[src/rtl/mem_access_ctrl.sv]
// mem_access_ctrl: sequences single load/store requests onto a data memory
// with a separate combinational read port and a falling-edge-committed write
// strobe. Loads wait RD_WAIT idle cycles before capturing read data; stores
// use a setup / one-cycle pulse / hold sequence so that the write address and
// data are stable around the strobe's falling edge.
//
// Optional feature: define MEM_ACCESS_CTRL_BOUNDS_EN to reject requests whose
// word address lies above DM_TOP (answered immediately with resp_err=1).
module mem_access_ctrl #(
  parameter int          RD_WAIT = 1,
  parameter logic [15:0] DM_TOP  = 16'hFFFC
) (
  input  logic        clk,
  input  logic        rst_f,
  input  logic        req_valid,
  output logic        req_ready,
  input  logic        req_we,
  input  logic [15:0] req_addr,
  input  logic [31:0] req_wdata,
  output logic        resp_valid,
  output logic [31:0] resp_rdata,
  output logic        resp_err,
  output logic [15:0] dm_read_addr,
  output logic [15:0] dm_write_addr,
  output logic [31:0] dm_write_data,
  output logic        dm_we,
  input  logic [31:0] dm_read_data
);

  typedef enum logic [2:0] {
    S_IDLE,
    S_RD_ADDR,
    S_RD_WAIT,
    S_RD_CAP,
    S_WR_SETUP,
    S_WR_PULSE,
    S_WR_HOLD,
    S_RESP
  } state_t;

  localparam logic [2:0] WAIT_LAST = 3'(RD_WAIT - 1);

  state_t     state;
  logic [2:0] wait_cnt;
  logic       addr_oob;

`ifdef MEM_ACCESS_CTRL_BOUNDS_EN
  assign addr_oob = (req_addr > DM_TOP);
`else
  logic unused_dm_top;
  assign addr_oob      = 1'b0;
  assign unused_dm_top = ^DM_TOP;
`endif

  // Request sequencer: every output is a flop so dm_we cannot glitch.
  always_ff @(posedge clk or negedge rst_f) begin
    if (!rst_f) begin
      state         <= S_IDLE;
      req_ready     <= 1'b1;
      resp_valid    <= 1'b0;
      resp_err      <= 1'b0;
      resp_rdata    <= '0;
      dm_read_addr  <= '0;
      dm_write_addr <= '0;
      dm_write_data <= '0;
      dm_we         <= 1'b0;
      wait_cnt      <= '0;
    end else begin
      case (state)
        S_IDLE: begin
          if (req_valid) begin
            req_ready <= 1'b0;
            if (addr_oob) begin
              resp_valid <= 1'b1;
              resp_err   <= 1'b1;
              state      <= S_RESP;
            end else if (req_we) begin
              dm_write_addr <= req_addr;
              dm_write_data <= req_wdata;
              state         <= S_WR_SETUP;
            end else begin
              dm_read_addr <= req_addr;
              state        <= S_RD_ADDR;
            end
          end
        end
        S_RD_ADDR: begin
          wait_cnt <= '0;
          state    <= S_RD_WAIT;
        end
        S_RD_WAIT: begin
          if (wait_cnt == WAIT_LAST) begin
            wait_cnt <= '0;
            state    <= S_RD_CAP;
          end else begin
            wait_cnt <= wait_cnt + 3'd1;
          end
        end
        S_RD_CAP: begin
          resp_rdata <= dm_read_data;
          resp_valid <= 1'b1;
          state      <= S_RESP;
        end
        S_WR_SETUP: begin
          dm_we <= 1'b1;
          state <= S_WR_PULSE;
        end
        S_WR_PULSE: begin
          dm_we <= 1'b0;
          state <= S_WR_HOLD;
        end
        S_WR_HOLD: begin
          resp_valid <= 1'b1;
          state      <= S_RESP;
        end
        S_RESP: begin
          resp_valid <= 1'b0;
          resp_err   <= 1'b0;
          req_ready  <= 1'b1;
          state      <= S_IDLE;
        end
        default: begin
          dm_we     <= 1'b0;
          req_ready <= 1'b1;
          state     <= S_IDLE;
        end
      endcase
    end
  end

endmodule

[config.mk]
export PLATFORM = sky130hd
export DESIGN_NAME = mem_access_ctrl
export DESIGN_NICKNAME = d
export VERILOG_FILES = /design/src/rtl/mem_access_ctrl.sv
export SDC_FILE = /design/constraint.sdc
export NUM_CORES = 1
export LEC_CHECK = 0
export ABC_CLOCK_PERIOD_IN_PS = 2600
export CORE_MARGIN = 4
export CORE_UTILIZATION = 45
export DETAILED_ROUTE_END_ITERATION = 10
export MAX_ROUTING_LAYER = met4
export PLACE_DENSITY = 0.85
export SLEW_MARGIN = 20
export SYNTH_ARGS = -nofsm -noshare
export SYNTH_HDL_FRONTEND = slang
export SYNTH_SLANG_ARGS = --single-unit
[constraint.sdc]
create_clock -name clk -period 2.6 [get_ports clk]
set_clock_uncertainty 0.2 [all_clocks]
set_input_delay 0.52 -clock clk [delete_from_list [all_inputs] [get_ports clk]]
set_output_delay 0.52 -clock clk [all_outputs]
set_load 0.02 [all_outputs]
After elaboration in Yosys (flattened, before gate mapping)
Index checks and enable logic that the tools add are counted.

Bitwise gates (word level): 1. Reduce and logical (&&, ||, !) cells: 11. Add/sub/neg operators: 1. Equal/unequal tests: 9. Multiplexer cells: 10.

Operators with widths (count): 3-bit one-hot mux with 7 select lines (1); 3-bit == test (second input constant) (4); 3-bit two-way mux (4); 2-bit nonzero test (4); 3-bit by 2-bit == test with 1-bit output (second input constant) (2); 3-bit zero test (2); 1-bit one-hot mux with 2 select lines (3); 3-bit one-hot mux with 2 select lines (1); 3-bit AND reduction (2); 2-bit inequality test (second input constant) (2); 2-bit AND reduction (2); 3-bit by 1-bit adder with 3-bit output (second input constant) (1); 3-bit by 1-bit == test with 1-bit output (second input constant) (1); 2-bit OR reduction (1); 1-bit two-way mux (1); 1-bit inverter (1).

Input bits: 84. Word-level logic and storage cells: 41. Output and inout bits: 100. Register bits: 105.

Longest topological paths before layout
Word-level depth: 3. Depth in mapped cells: 6. Depth with buffers taken out: 5.

Least setup slack after synthesis
Ideal clock, no wire load.

Kind: input to register. Start: in req_we. End: reg dm_read_addr[0]. Required time: 2275 ps. Setup slack: 918 ps. Stages: 4. Data arrival time: 1357 ps. Buffers on the path: 2. Library setup time: 125 ps. Cells stage by stage: and4bb_1 buf_6 buf_6 mux2_4.

Cells in the longest elaborated chain, start to end: 2.

RTL lines: start: declaration (line 17) `input logic req_we,`; 1-bit inverter (no source line); 3-bit AND reduction (no source line); end signal: assignment (line 82) `dm_read_addr <= req_addr;`; end: declaration (line 23) `output logic [15:0] dm_read_addr,`.

No other way between the ends. A chain may end at the register's enable or synchronous reset.

Worst setup path in the final report
Start: reg req_ready. End: out req_ready.

RTL lines: start: declaration (line 16) `output logic req_ready,`; start signal: assignment (line 59) `req_ready <= 1'b1;`; start signal: assignment (line 72) `req_ready <= 1'b0;`; start signal: assignment (line 119) `req_ready <= 1'b1;`.

No word-level cell between the ends.

==> metrics.csv <==
metric,value,unit
hp-class,reg -> reg,
port_buffers,182,
die-area,11000,µm²
cp_data_required_time,1.88,ns
syn_to_final_growth,50.7,%
multiInputGateArea,1460,µm²
crit_chain,clkdlybuf4s50_1,
wirelength,9940,µm
hold_viol_final,0,
synth_nets,341,
crit_slowest_cell,clkdlybuf4s50_1,
yosysUniqueCellTypes,31,
place_ws,0.357,ns
n_antenna_cell,0,
ant_nets,0,
vdd_drop_max,0.676,mV
grt_max_degree,44,
syn_avg_cell_area,16.6,µm²
crit_start,req_ready,
cts_resized,0,
coreArea,9200,µm²
root_buffer,clkbuf_8,
netlist.area_leader.share,61.6,%
clock_latency,0.36,ns
power_density,1250,nW/µm²
startpoint_type,register,
htree_levels,3,
path_buf_inv,1,
drive_gt1_share,27.6,%
dp_hpwl,7620,µm
synth_cells,255,
p_leak,0.00277,µW
worstReg2RegStart,state[0],
final-max-slew-violation-count,0,
cts_setup_buffers,0,
grt_usage,19.2,%
die_w,105,µm
cts_made_buffers,9,
io_pins,184,
timing.fmax,445,MHz
setup_viol,0,
initial_core_util,45.9,%
fillerInstances,680,
synth_seq_area_share,62.3,%
wl_per_cell,17.9,µm
die_h,105,µm
critPathTopFamily,buffers and inverters,
grt_overflow,0,
syn-cell-area,4220,µm²
num_rows,35,
yosys-top-cells-area,"dfrtp_1 62%, mux2_2 18%, mux2_4 11%, buf_6 1.3%, buf_4 0.71%",
drt_iter0_drc,89,
r2r-end,resp_rdata[7],
drv_cap,0,
path_depth,1,
rsz0062_at_grt,false,
gp_congestion,0.784,
regToRegSetupSlack,0.71,ns
worst_slack,0.355,ns
cp_data_arrival_time,1.53,ns
path_class,reg -> out,
vias,2784,
via_per_inst,5.01,
whs,0.311,ns
antenna_found_initial,0,
path_max_fanout,3,
synth_area_leader_cell,dfrtp_1,
max_stage_delay,0.62,ns
reg2reg_depth,2,
status,"complete, no violations",
cts_tree,done,
cts.sink_count,105,
grt_pass1_vias,3075,
holdBufCountCts,1,
ys_ff_latch,105,
layout.area.seq,2630,µm²
fin_nets,526,
crit_end,req_ready,
yosys_warnings,0,
timing.setup.tns,0,ns
path_clk_slew,0.10,ns
grt_first_pass_wirelength,16300,µm
end_kind,output pin,
period_share,86.4,%
period_needed,2.25,ns
first_pass_iters,4,
drc,0,
clockBufferDepth,2,
## cell usage after synthesis (all sizes together)
cell type	number
dfrtp	104
mux2	97
buf	14
inv	6
a21oi	5
o21ai	4
nor2	3
ha	2
nand2	2
nand2b	2
a211oi	1
a22o	1
a31oi	1
and3	1
and4bb	1
conb	1
dfstp	1
nand3	1
nand4	1
nor2b	1
o211ai	1
o2bb2a	1
o31ai	1
or3b	1
or4b	1
xor2	1
## registers in the layout, indices dropped and copies added (netlist names)
register       count
dm_write_data     32
resp_rdata        32
dm_read_addr      16
dm_write_addr     16
state              3
wait_cnt           3
dm_we              1
req_ready          1
resp_valid         1
## through the flow
stage                     area, µm²  power [µW]  util [%]  cells
after floorplan                4220        5030         -    255
after global placement         6160        6860      66.9    539
final                          6360        7940      69.2    556
after detailed placement       6160        7000      66.9    539
after global routing           6360        8350      69.2    556
after CTS                      6360        8040      69.2    556
## cell families (layout without fill, tap and decap cells)
kind of cell	Yosys count	count (layout)	share of synthesized area, %
and+or+nand+nor	14	14	2.88
xor gates and xnor gates	1	1	0.208
adders and majority gates	2	2	0.593
DFF	105	105	62.3
AOI/OAI and AO/OA	15	15	2.19
muxes	97	97	28.5
buffers and inverters	20	210	3.23
other	1	1	0.0888
## layout make-up
cell class	count	share of cell area [%]
Tap cell	111	2.18
Clock buffer	11	2.06
Timing Repair Buffer	188	30.1
Clock inverter	5	1.02
Multi-Input combinational cell	130	22.9
Inverter	6	0.393
Sequential cell	105	41.3
## how the worst min path moves through the flow
stage | start | to | cells after the start
floorplan | rst_f | dm_read_addr[0] | 0
global placement | rst_f | state[1] | 1
detailed placement | dm_read_addr[15] | dm_read_addr[15] | 1
CTS | resp_rdata[15] | resp_rdata[15] | 1
global route | resp_rdata[2] | resp_rdata[2] | 1
finish | dm_write_data[19] | dm_write_data[19] | 1
## where the power goes
group,total [µW],switching (µW),internal [µW]
Combinational,4030,1790,2240
Sequential,2910,490,2420
Clock,1010,557,455
## layout by cell type, fill, tap and decap left out, drive strengths merged, types with 3 or more instances in the layout
cell | netlist | layout
a21oi | 5 | 5
buf | 14 | 6
clkbuf | 0 | 11
clkdlybuf4s50 | 0 | 181
dfrtp | 104 | 104
inv | 6 | 7
mux2 | 97 | 97
nor2 | 3 | 3
o21ai | 4 | 4
## routing by layer
metal	wire [µm]	part of all wire, %	track usage, %	vias to the layer above
met5	0	0	-	-
met1	4110	41	23.4	1396
met4	122	1.2	5.15	0
li1	-	-	-	1262
met3	606	6.1	4.20	15
met2	5100	51	32.6	111
(Power assumes the default switching activity.)
